**src/rtl/mc_ctrl_fsm.sv**
```systemverilog
// Multi-cycle RV32I control sequencer: FETCH/DECODE/EXEC/MEM/WB with IMEM/DMEM
// handshakes, bus timeouts, illegal-instruction trap and retired-instruction count.
module mc_ctrl_fsm #(
    parameter int unsigned ALUOP_W = 5,
    parameter int unsigned TIMEOUT = 16,
    parameter int unsigned RET_W   = 32
) (
    input  logic               clk,
    input  logic               rstn,
    input  logic [31:0]        instr,
    input  logic               Zero,
    input  logic               imem_ready,
    input  logic               dmem_ready,
    output logic               imem_req,
    output logic               dmem_req,
    output logic               IRWrite,
    output logic               PCWrite,
    output logic               RegWrite,
    output logic               MemWrite,
    output logic               MemRead,
    output logic [5:0]         EXTOp,
    output logic [ALUOP_W-1:0] ALUOp,
    output logic               ALUSrc,
    output logic [2:0]         NPCOp,
    output logic [1:0]         WDSel,
    output logic [2:0]         DMType,
    output logic               trap,
    output logic [1:0]         trap_cause,
    output logic [RET_W-1:0]   retired
);

    localparam int unsigned CNT_W = $clog2(TIMEOUT + 1);

    localparam logic [6:0] OP_R      = 7'b0110011;
    localparam logic [6:0] OP_I      = 7'b0010011;
    localparam logic [6:0] OP_LOAD   = 7'b0000011;
    localparam logic [6:0] OP_STORE  = 7'b0100011;
    localparam logic [6:0] OP_BRANCH = 7'b1100011;
    localparam logic [6:0] OP_LUI    = 7'b0110111;
    localparam logic [6:0] OP_AUIPC  = 7'b0010111;
    localparam logic [6:0] OP_JAL    = 7'b1101111;
    localparam logic [6:0] OP_JALR   = 7'b1100111;

    localparam logic [5:0] EXT_SH = 6'b100000;
    localparam logic [5:0] EXT_I  = 6'b010000;
    localparam logic [5:0] EXT_S  = 6'b001000;
    localparam logic [5:0] EXT_B  = 6'b000100;
    localparam logic [5:0] EXT_U  = 6'b000010;
    localparam logic [5:0] EXT_J  = 6'b000001;

    typedef enum logic [2:0] {FETCH, DECODE, EXEC, MEM, WB, TRAP} state_e;
    typedef enum logic [2:0] {K_ALU, K_LOAD, K_STORE, K_BRANCH, K_JAL, K_JALR} kind_e;
    typedef enum logic [4:0] {
        ALU_NOP, ALU_LUI, ALU_AUIPC, ALU_ADD, ALU_SUB, ALU_BNE, ALU_BLT, ALU_BGE, ALU_BLTU,
        ALU_BGEU, ALU_SLT, ALU_SLTU, ALU_XOR, ALU_OR, ALU_AND, ALU_SLL, ALU_SRL, ALU_SRA
    } alu_e;

    state_e           state, state_d;
    logic [CNT_W-1:0] tmo_cnt;
    logic             tmo_hit, waiting;
    logic [1:0]       cause_d;

    logic [6:0] ir_op, ir_f7;
    logic [2:0] ir_f3;
    logic [4:0] ir_rd;
    logic       unused_rs;

    kind_e      d_kind, kind_q;
    alu_e       d_alu, alu_q;
    logic [5:0] d_ext;
    logic       d_src, d_illegal, rd_nz;
    logic [1:0] d_wd;
    logic [2:0] d_dm;

    // Register-source fields are consumed by the datapath, not by control.
    assign unused_rs = ^instr[24:15];

    always_comb begin
        d_kind    = K_ALU;
        d_alu     = ALU_NOP;
        d_ext     = '0;
        d_src     = 1'b0;
        d_wd      = 2'b00;
        d_dm      = 3'b000;
        d_illegal = 1'b0;
        case (ir_op)
            OP_R: begin
                case ({ir_f7, ir_f3})
                    {7'h00, 3'b000}: d_alu = ALU_ADD;
                    {7'h20, 3'b000}: d_alu = ALU_SUB;
                    {7'h00, 3'b001}: d_alu = ALU_SLL;
                    {7'h00, 3'b010}: d_alu = ALU_SLT;
                    {7'h00, 3'b011}: d_alu = ALU_SLTU;
                    {7'h00, 3'b100}: d_alu = ALU_XOR;
                    {7'h00, 3'b101}: d_alu = ALU_SRL;
                    {7'h20, 3'b101}: d_alu = ALU_SRA;
                    {7'h00, 3'b110}: d_alu = ALU_OR;
                    {7'h00, 3'b111}: d_alu = ALU_AND;
                    default:         d_illegal = 1'b1;
                endcase
            end
            OP_I: begin
                d_src = 1'b1;
                d_ext = EXT_I;
                case (ir_f3)
                    3'b000: d_alu = ALU_ADD;
                    3'b010: d_alu = ALU_SLT;
                    3'b011: d_alu = ALU_SLTU;
                    3'b100: d_alu = ALU_XOR;
                    3'b110: d_alu = ALU_OR;
                    3'b111: d_alu = ALU_AND;
                    3'b001: begin
                        d_ext = EXT_SH;
                        if (ir_f7 == 7'h00) d_alu = ALU_SLL;
                        else                d_illegal = 1'b1;
                    end
                    default: begin
                        d_ext = EXT_SH;
                        if (ir_f7 == 7'h00)      d_alu = ALU_SRL;
                        else if (ir_f7 == 7'h20) d_alu = ALU_SRA;
                        else                     d_illegal = 1'b1;
                    end
                endcase
            end
            OP_LOAD: begin
                d_kind = K_LOAD;
                d_src  = 1'b1;
                d_ext  = EXT_I;
                d_alu  = ALU_ADD;
                d_wd   = 2'b01;
                case (ir_f3)
                    3'b000:  d_dm = 3'b010;
                    3'b001:  d_dm = 3'b001;
                    3'b010:  d_dm = 3'b000;
                    3'b100:  d_dm = 3'b100;
                    3'b101:  d_dm = 3'b011;
                    default: d_illegal = 1'b1;
                endcase
            end
            OP_STORE: begin
                d_kind = K_STORE;
                d_src  = 1'b1;
                d_ext  = EXT_S;
                d_alu  = ALU_ADD;
                case (ir_f3)
                    3'b000:  d_dm = 3'b010;
                    3'b001:  d_dm = 3'b001;
                    3'b010:  d_dm = 3'b000;
                    default: d_illegal = 1'b1;
                endcase
            end
            OP_BRANCH: begin
                d_kind = K_BRANCH;
                d_ext  = EXT_B;
                case (ir_f3)
                    3'b000:  d_alu = ALU_SUB;
                    3'b001:  d_alu = ALU_BNE;
                    3'b100:  d_alu = ALU_BLT;
                    3'b101:  d_alu = ALU_BGE;
                    3'b110:  d_alu = ALU_BLTU;
                    3'b111:  d_alu = ALU_BGEU;
                    default: d_illegal = 1'b1;
                endcase
            end
            OP_LUI: begin
                d_alu = ALU_LUI;
                d_ext = EXT_U;
                d_src = 1'b1;
            end
            OP_AUIPC: begin
                d_alu = ALU_AUIPC;
                d_ext = EXT_U;
                d_src = 1'b1;
            end
            OP_JAL: begin
                d_kind = K_JAL;
                d_ext  = EXT_J;
                d_wd   = 2'b10;
            end
            OP_JALR: begin
                d_kind    = K_JALR;
                d_ext     = EXT_I;
                d_src     = 1'b1;
                d_alu     = ALU_ADD;
                d_wd      = 2'b10;
                d_illegal = (ir_f3 != 3'b000);
            end
            default: d_illegal = 1'b1;
        endcase
    end

    assign tmo_hit = (tmo_cnt == CNT_W'(TIMEOUT - 1));
    assign waiting = ((state == FETCH) && !imem_ready) || ((state == MEM) && !dmem_ready);

    // Strobes are held low while rstn is asserted even though state already reads FETCH.
    always_comb begin
        state_d  = state;
        cause_d  = 2'b00;
        imem_req = 1'b0;
        dmem_req = 1'b0;
        IRWrite  = 1'b0;
        PCWrite  = 1'b0;
        RegWrite = 1'b0;
        MemWrite = 1'b0;
        MemRead  = 1'b0;
        NPCOp    = 3'b000;
        if (rstn) begin
            case (state)
                FETCH: begin
                    imem_req = 1'b1;
                    if (imem_ready) begin
                        IRWrite = 1'b1;
                        state_d = DECODE;
                    end else if (tmo_hit) begin
                        state_d = TRAP;
                        cause_d = 2'b10;
                    end
                end
                DECODE: begin
                    state_d = d_illegal ? TRAP : EXEC;
                    cause_d = 2'b01;
                end
                EXEC: begin
                    case (kind_q)
                        K_LOAD, K_STORE: state_d = MEM;
                        K_BRANCH: begin
                            PCWrite = 1'b1;
                            NPCOp   = Zero ? 3'b001 : 3'b000;
                            state_d = FETCH;
                        end
                        K_JAL, K_JALR: begin
                            RegWrite = rd_nz;
                            PCWrite  = 1'b1;
                            NPCOp    = (kind_q == K_JAL) ? 3'b010 : 3'b100;
                            state_d  = FETCH;
                        end
                        default: state_d = WB;
                    endcase
                end
                MEM: begin
                    dmem_req = 1'b1;
                    MemRead  = (kind_q == K_LOAD);
                    MemWrite = (kind_q == K_STORE);
                    if (dmem_ready) begin
                        if (kind_q == K_LOAD) begin
                            state_d = WB;
                        end else begin
                            PCWrite = 1'b1;
                            state_d = FETCH;
                        end
                    end else if (tmo_hit) begin
                        state_d = TRAP;
                        cause_d = 2'b11;
                    end
                end
                WB: begin
                    RegWrite = rd_nz;
                    PCWrite  = 1'b1;
                    state_d  = FETCH;
                end
                default: state_d = TRAP;
            endcase
        end
    end

    always_ff @(posedge clk or negedge rstn) begin
        if (!rstn) begin
            state      <= FETCH;
            tmo_cnt    <= '0;
            trap       <= 1'b0;
            trap_cause <= '0;
            retired    <= '0;
        end else begin
            state <= state_d;
            if (state_d != state) tmo_cnt <= '0;
            else if (waiting)     tmo_cnt <= tmo_cnt + CNT_W'(1);
            if ((state_d == TRAP) && (state != TRAP)) begin
                trap       <= 1'b1;
                trap_cause <= cause_d;
            end
            if (PCWrite) retired <= retired + RET_W'(1);
        end
    end

    always_ff @(posedge clk or negedge rstn) begin
        if (!rstn) begin
            ir_op  <= '0;
            ir_f3  <= '0;
            ir_f7  <= '0;
            ir_rd  <= '0;
            kind_q <= K_ALU;
            alu_q  <= ALU_NOP;
            EXTOp  <= '0;
            ALUSrc <= 1'b0;
            WDSel  <= '0;
            DMType <= '0;
            rd_nz  <= 1'b0;
        end else begin
            if (IRWrite) begin
                ir_op <= instr[6:0];
                ir_rd <= instr[11:7];
                ir_f3 <= instr[14:12];
                ir_f7 <= instr[31:25];
            end
            if ((state == DECODE) && !d_illegal) begin
                kind_q <= d_kind;
                alu_q  <= d_alu;
                EXTOp  <= d_ext;
                ALUSrc <= d_src;
                WDSel  <= d_wd;
                DMType <= d_dm;
                rd_nz  <= (ir_rd != 5'd0);
            end
        end
    end

    assign ALUOp = ALUOP_W'(alu_q);

endmodule
```
**config.mk**
```make
export PLATFORM = sky130hd
export DESIGN_NAME = mc_ctrl_fsm
export DESIGN_NICKNAME = d
export VERILOG_FILES = /design/src/rtl/mc_ctrl_fsm.sv
export SDC_FILE = /design/constraint.sdc
export NUM_CORES = 1
export LEC_CHECK = 0
export BUFFER_PORTS_ARGS = -buffer_cell sky130_fd_sc_hd__buf_2
export CAP_MARGIN = 20
export CORE_MARGIN = 2
export CORE_UTILIZATION = 40
export CTS_CLUSTER_DIAMETER = 40
export CTS_CLUSTER_SIZE = 8
export DETAILED_ROUTE_END_ITERATION = 8
export HOLD_SLACK_MARGIN = 0.05
export PLACE_DENSITY = 0.66
export SLEW_MARGIN = 5
export SYNTH_ARGS = -nofsm -noshare
export SYNTH_HDL_FRONTEND = slang
export SYNTH_SLANG_ARGS = --single-unit
```
**constraint.sdc**
```tcl
create_clock -name clk -period 5.1 [get_ports clk]
set_input_delay 0.51 -clock clk [delete_from_list [all_inputs] [get_ports clk]]
set_output_delay 0.51 -clock clk [all_outputs]
set_load 0.005 [all_outputs]
```
# After elaboration in Yosys (flattened, before gate mapping)
# Index checks and enable logic that the tools add are counted.
# classes
addsub	2
eq_ne	39
mux	64
reduce_logical	29
# op_table
cell	count
case mux 5 bit (10 select lines)	1
== test 10 x 3 -> 1 bit (second input constant)	4
case mux 6 bit (6 select lines)	1
case mux 5 bit (7 select lines)	1
adder 32 x 1 -> 32 bit (second input constant)	1
case mux 3 bit (5 select lines)	2
case mux 5 bit (6 select lines)	1
== test 7 x 6 -> 1 bit (second input constant)	4
2-to-1 mux 3 bit	9
2-to-1 mux 1 bit	26
== test 3 bit (second input constant)	8
case mux 4 bit (6 select lines)	1
== test 7 bit (second input constant)	3
== test 10 x 2 -> 1 bit (second input constant)	2
== test 10 x 9 -> 1 bit (second input constant)	2
2-to-1 mux 5 bit	4
== test 3 x 2 -> 1 bit (second input constant)	6
case mux 3 bit (2 select lines)	3
OR reduction 6 bit	3
== test 7 x 5 -> 1 bit (second input constant)	2
case mux 3 bit (4 select lines)	1
OR reduction 3 bit	4
== test 10 x 1 -> 1 bit (second input constant)	1
zero test 10 bit	1
25 further kinds	43
# word_totals
ff_bits	86
output_inout_bits	62
elab_cells	150

# Depth between registers and ports, before layout
# Gate-level depths: netlist of run 1.
# depth
word_depth	10
mapped_depth	10
ltp_nobuf	9

# Worst setup path before layout of run 1
# Ideal clock, no wire load.
# synth_timing
path_type	register -> register
from	reg tmo_cnt[0]
to	reg trap_cause[0]
setup_time_ns	0.127
arrival_ns	1.883
slack_ns	3.090
stages_incl_launch_ff	9
path_buffers	0
synth_period_minus_slack_ns	2.010
cell_sequence	dfrtp_1 > ha_1 > and3_1 > ha_1 > o21a_1 > a21oi_1 > nand2_1 > o21a_1 > mux2_1
# synth_via
elab_chain_len	7
word_cells_on_any_way	12
cone_classes	2 x eq/ne; 9 x mux; 1 x reduce/logical
# synth_rtl
element	line_no	source
start, declared	59	logic [CNT_W-1:0] tmo_cnt;
start signal, assigned	276	else if (waiting) tmo_cnt <= tmo_cnt + CNT_W'(1);
== test 5 x 4 -> 1 bit *	192	assign tmo_hit = (tmo_cnt == CNT_W'(TIMEOUT - 1));
2-to-1 mux 3 bit	214, 251	
2-to-1 mux 3 bit (on tied branches)	244, 211	
case mux 3 bit (5 select lines)	208	case (state)
2-to-1 mux 3 bit	207	if (rstn) begin
== test 3 bit	277	if ((state_d == TRAP) && (state != TRAP)) begin
logical AND 1 bit	277	
end signal, assigned	279	trap_cause <= cause_d;
end, declared	28	output logic [1:0] trap_cause,
# Mark *: on every way between the ends. The rest lies on a longest branch, timed or not.
# A chain may end at the register's enable or synchronous reset.

# Worst setup path after layout of run 1
# layout_timing
from	in rstn
to	out IRWrite
# layout_via
elab_chain_len	1
# layout_rtl
element	line_no	source
start, declared	9	input logic rstn,
2-to-1 mux 1 bit	207	
end, declared	16	output logic IRWrite,
# No other way between the ends.

==> key figures, run 1 <==
Final layout
  – Fin nets: 620
  – Antenna Cells: 0
  – Ratio of cells with drive above 1 in the final layout: 22.05%
  – Area grow syn2layout: 18.17%
  – Filler instances: 1060
  – Commonest non-fill, non-tap cell in the layout: nand2_1
  – Most frequent cells in the layout: nand2_1, buf_2, dfrtp_1

Place
  – Place WS: 1.874 ns
  – PortBufs: 88
  – Placer congestion estimate: 0.8657
  – DP HPWL: 7458 µm

Clocking
  – Worst-Skew Late Latency: 0.34 ns
  – Clock Tree Buf Depth: 2
  – Root buf cell: clkbuf_16
  – Worst-path clk slew: 0.06 ns
  – Setup bufs post-CTS: 0
  – H-tree depth: 3
  – Hold_buf cts: 0
  – Clock Sinks: 86
  – TritonCTS clock tree: done
  – CTS resizes: 0
  – CTS buffer count: 9

Route
  – Via density: 5.234
  – Initial DRC count: 192
  – DRC violations left: 0
  – DRT Pass-1 Iters: 6
  – DR WL/cell: 14.67 µm
  – Drt total wl: 10680 µm
  – Final antenna-violating net count: 0
  – Routed vias: 3810

Power and ir drop
  – Cell Pwr Density: 440.8 mW/mm²
  – Pwr Total: 2.411 mW
  – Lkg Pwr: 2.699 nW
  – Maximum VDD drop: 0.0002300 V

Synth
  – Post-synth ARST share: 100.0%
  – Most common flop cell mapped by yosys: dfrtp_1
  – Post-Syn Area per Cell: 9.147 µm²
  – Syn Nets: 546
  – Number of synthesized flops with an enable pin: 0
  – Synthesized instance count: 506
  – Yosys warns: 0
  – Sequential area share after synthesis: 46.50%
  – #FFs+latches synth: 86
  – Yosys cell types: 74
  – Synth Cell Area: 0.004628 mm²

Worst setup path
  – Startpoint Class: input pin
  – Crit-path cells: buf_4 -> nor2b_1 -> and2_1 -> nand2_1 -> inv_2 -> buf_2
  – Critical path's slowest cell: buf_4
  – Crit path buffers/inverters: 3
  – Setup CP Type: in -> out
  – Slowest stage delay, CP: 0.53 ns
  – Worst Reg-to-Reg Cells: 6
  – CP endpoint kind: output pin
  – Crit path arrival time: 2.64 ns
  – CP max FO: 57
  – CP top delay family: buffers and inverters
  – Worst Path Required: 4.59 ns
  – Stages on worst setup path: 6

STA
  – Hold Violations, Final: 0
  – RSZ-0062 raised after global routing: false
  – Worst-Margin Slew: 0.7140 ns
  – Final setup violating endpoints: 0
  – Max frequency: 317.5 MHz
  – TNS Setup: 0 ns
  – Tcrit/Tclk final: 61.76%
  – Worst hold slack: 0.2201 ns
  – Final Max Slew Viols: 0
  – Final WS setup: 1.950 ns
  – Minimum clock period: 3.150 ns
  – Setup Skew: 0.005159 ns
  – Slew margin rel.: 52.40%

Floorplan
  – Initial core utilization: 40.71%
  – CORE AREA: 0.01137 mm²
  – Die Y-Extent: 111.6 µm
  – Rows: 39
  – Ports: 99
  – Die X: 111.6 µm
  – DIE AREA: 0.01245 mm²

Global route
  – Initial antenna violation count: 0
  – Largest net degree at the start of global routing: 58
  – GRT overflow: 0
  – GRT Total Usage: 17.62%
  – First-pass GRT wire length: 18090 µm
  – Vias in the first global route: 3692

Flow run
  – Max Cap Viol: 0

Status
  – Status: complete, no violations

Min path
  – Worst Hold Class: in -> async
worst reg2reg max path: stages (launching register included):
cell      delay [ns]
dfrtp_1         0.71
nand2b_1        0.45
a31oi_1         0.11
o221ai_2        0.27
nand4_1         0.43
buf_4           0.39
mux2_1          0.35
stage by stage:
step	std cells	utilization [%]	area, µm²
after floorplan	506	-	4628
after global placement	712	45.04	5121
after detailed placement	712	45.04	5121
after CTS	728	48.10	5469
after global routing	728	48.10	5469
final	728	48.10	5469
cell type report:
class	count	area, µm²	share of cell area (%)
clock buffers	10	239.0	4.370
clock inverters	6	108.9	1.990
flip-flops and latches	86	2152	39.35
repair buffers	90	457.9	8.373
multi-input cells	377	2272	41.55
inverters	16	60.06	1.098
well taps	143	178.9	3.272
cells by family after synthesis:
logic type | after synthesis | synth area share [%]
AO/OA/AOI/OAI | 89 | 14.57
XOR/XNOR | 37 | 7.002
adder cells (fa/ha/maj) | 3 | 0.8111
buffers and inverters | 43 | 4.406
flip-flops | 86 | 46.50
multiplexers | 8 | 1.973
AND/OR/NAND/NOR | 240 | 24.74
worst paths after layout:
kind	start	end	slack [ns]
max	rstn	IRWrite	1.95
min	rstn	trap	0.22
max reg2reg	ir_f3[1]	EXTOp[3]	2.27
min reg2reg	trap	trap	0.46
max in group asynchronous	rstn	kind_q[1]	3.82
min in group clk	instr[3]	ir_op[3]	0.37
flip-flops by register name (all words and copies together), names as in the netlist, 3 cells and up:
register and flops:
ALUOp 5, DMType 3, EXTOp 6, ir_f3 3
ir_f7 7, ir_op 7, ir_rd 5, kind_q 3
retired 32, state 3, tmo_cnt 5
where the power goes:
| part | internal, mW | switching [mW] |
|---|---|---|
| sequential | 0.800 | 0.239 |
| clock | 0.491 | 0.266 |
| combinational | 0.260 | 0.354 |
| total | 1.55 | 0.859 |
per-layer routing:
layer / share of wire [%] / up-vias / routed length, µm / global-route usage (%)
met2: 45 / 103 / 4851 / 27.89
met4: 0.46 / 0 / 49 / 3.539
li1: - / 1889 / - / -
met1: 49 / 1813 / 5221 / 24.94
met5: 0 / - / 0 / 0
met3: 5.2 / 5 / 554 / 4.246
synthesized netlist by cell type (all sizes together), types with 2 or more instances:
cell type  number  share of area [%]
a31oi           4               0.54
nand3          14                1.6
inv            16                1.3
o41ai           3               0.89
o211ai          2               0.43
o31ai           4               0.65
o32ai           2               0.38
a21oi          10                1.6
dfrtp          86                 46
or4             2               0.32
mux2i           2               0.43
nor2           44                3.6
nand2b          9                1.2
a21o            2               0.32
nand4           9                1.4
and3            7               0.95
xor2           25                4.7
nor2b           5               0.68
a211oi          5               0.92
or2             2               0.27
and3b           2               0.38
o21ai          28                3.0
nor4            3               0.54
buf            18                2.4
clkbuf          9               0.73
a22oi           2               0.32
and4            3               0.62
nand3b          2               0.59
o21a            6               0.97
xnor2          12                2.3
o22ai           3               0.41
and2            2               0.27
nor3           18                2.4
o221ai          2               0.51
nand2         114                9.2
ha              3               0.81
mux2            6                1.5
o32a            2               0.43
o311a           2               0.43
o2111ai         2               0.89
(Power assumes the default switching activity.)
==> run 2, diff against run 1 <==
==> constraint.sdc (replaced) <==
create_clock -name clk -period 3.28 [get_ports clk]
set_input_delay 0.328 -clock clk [delete_from_list [all_inputs] [get_ports clk]]
set_output_delay 0.328 -clock clk [all_outputs]
set_load 0.005 [all_outputs]
==> key figures, run 2 (synthesis results as in run 1) <==
Floorplan
  – CORE AREA: 0.01137 mm²
  – Ports: 99
  – Rows: 39
  – Die Y-Extent: 111.6 µm
  – Die X: 111.6 µm
  – DIE AREA: 0.01245 mm²
  – Initial core utilization: 40.71%

Min path
  – Worst Hold Class: in -> reg

Worst setup path
  – Setup CP Type: in -> out
  – Slowest stage delay, CP: 0.53 ns
  – Startpoint Class: input pin
  – RR Startpoint: ir_op[3]
  – CP endpoint kind: output pin
  – Crit path buffers/inverters: 4
  – Worst Reg-to-Reg Cells: 6
  – Flop-to-flop setup slack: 0.75 ns
  – Worst Path Required: 2.95 ns
  – CP startpoint: rstn
  – Crit path arrival time: 2.41 ns
  – Crit-path cells: dlygate4sd3_1 -> buf_4 -> buf_4 -> o21a_1 -> buf_2
  – Stages on worst setup path: 5
  – R2r endpoint: WDSel[0]
  – Most used cell, CP: buf_4
  – CP max FO: 40
  – Crit path to: PCWrite
  – Critical path's slowest cell: dlygate4sd3_1
  – CP top delay family: buffers and inverters

Clocking
  – Worst-path clk slew: 0.07 ns
  – Worst-Skew Late Latency: 0.34 ns
  – Clock Tree Buf Depth: 2
  – H-tree depth: 3
  – Clock Sinks: 86
  – TritonCTS clock tree: done
  – Root buf cell: clkbuf_16
  – CTS buffer count: 9
  – CTS resizes: 0

STA
  – Worst-Margin Slew: 0.6724 ns
  – Slew margin rel.: 55.17%
  – TNS Setup: 0 ns
  – Tcrit/Tclk final: 83.33%
  – RSZ-0062 raised after global routing: false
  – Minimum clock period: 2.733 ns
  – Max frequency: 365.9 MHz
  – Final setup violating endpoints: 0
  – Final Max Slew Viols: 0
  – Setup Skew: 0.006972 ns
  – Hold Violations, Final: 0

Place
  – DP HPWL: 7640 µm
  – Placer congestion estimate: 0.8478
  – PortBufs: 88

Global route
  – GRT Total Usage: 17.71%
  – Initial antenna violation count: 0
  – GRT overflow: 0
  – Largest net degree at the start of global routing: 41
  – Vias in the first global route: 3712
  – First-pass GRT wire length: 18050 µm

Route
  – M1 WL: 5163 µm
  – Wire length on met2: 4811 µm
  – DR WL/cell: 14.52 µm
  – Top Metal Used: met4
  – Via density: 5.241
  – Drt total wl: 10650 µm
  – Initial DRC count: 210
  – DRT Pass-1 Iters: 4
  – Routed wl met3: 500 µm
  – DRC violations left: 0
  – Routed vias: 3842
  – Final antenna-violating net count: 0

Power and ir drop
  – Cell Pwr Density: 662.0 mW/mm²
  – Maximum VDD drop: 0.0003907 V
  – Lkg Pwr: 2.696 nW
  – Pwr Total: 3.620 mW

Final layout
  – Largest Register: retired
  – Multi-input gate area: 0.002272 mm²
  – Largest regs: retired (32), ir_f7 (7), ir_op (7)
  – Area grow syn2layout: 18.14%
  – Commonest non-fill, non-tap cell in the layout: nand2_1
  – Fin nets: 625
  – Ratio of cells with drive above 1 in the final layout: 22.54%
  – Antenna Cells: 0
  – Largest register FFs: 32
  – Filler instances: 1096
  – Most frequent cells in the layout: nand2_1, buf_2, dfrtp_1
  – Register area: 0.002152 mm²

Flow run
  – Max Cap Viol: 0

Status
  – Status: complete, no violations
run 2: cell types whose count changed in the layout (fill, tap and decap cells not counted), sizes merged:
| cell | change |
|---|---|
| buf | +4 |
| inv | +2 |
| clkinvlp | +1 |
| dlygate4sd3 | +1 |
| bufinv | -2 |
| clkbuf | -1 |
run 2: worst min path at each step:
stage	startpoint	endpoint	slack, ns	cells after the start
floorplan	rstn	ALUOp[0]	0.03	0
global placement	rstn	state[0]	0.32	1
detailed placement	rstn	state[0]	0.32	1
CTS	instr[14]	ir_f3[2]	0.17	3
global route	instr[9]	ir_rd[2]	0.17	3
finish	instr[0]	ir_op[0]	0.17	3
run 2: per-stage QoR:
step	worst slack, ns	hold slack, ns	utilization, %	cells	cell area (µm²)
final	0.5468	0.1734	48.09	733	5468
after global routing	0.3063	0.1691	48.09	733	5468
after CTS	0.4598	0.1659	48.09	733	5468
after detailed placement	0.7496	0.3241	45.31	716	5151
after global placement	0.7968	0.3164	45.31	716	5151
after floorplan	1.270	0.03241	-	506	4628
run 2: power by group:
| part | switching, mW | total [mW] | internal (mW) |
|---|---|---|---|
| clock network | 0.454 | 1.05 | 0.600 |
| registers | 0.340 | 1.58 | 1.24 |
| logic | 0.567 | 0.982 | 0.415 |
| total | 1.36 | 3.62 | 2.26 |
run 2: metal layers:
| metal | vias up | GRT usage, % |
|---|---|---|
| met3 | 13 | 4.137 |
| met5 | - | 0 |
| met1 | 1842 | 25.06 |
| met2 | 86 | 26.87 |
| met4 | 0 | 6.091 |
| li1 | 1901 | - |
run 2: final cells by class:
type                    count  area share [%]
flip-flops and latches     86           39.36
multi-input cells         377           41.56
repair buffers             95           9.108
clock buffers               9           4.119
clock inverters             7           1.487
well taps                 143           3.272
inverters                  16           1.098
run 2: repair_timing:
item	CTS	global route
buffers inserted	0	0
hold endpoints to repair	32	0
hold buffers	1	0
run 2: worst min-delay path, delay by kind of cell:
kind	cells	cell delay [ns]
buffers and inverters	1	0.07
and+or+nand+nor	2	0.08
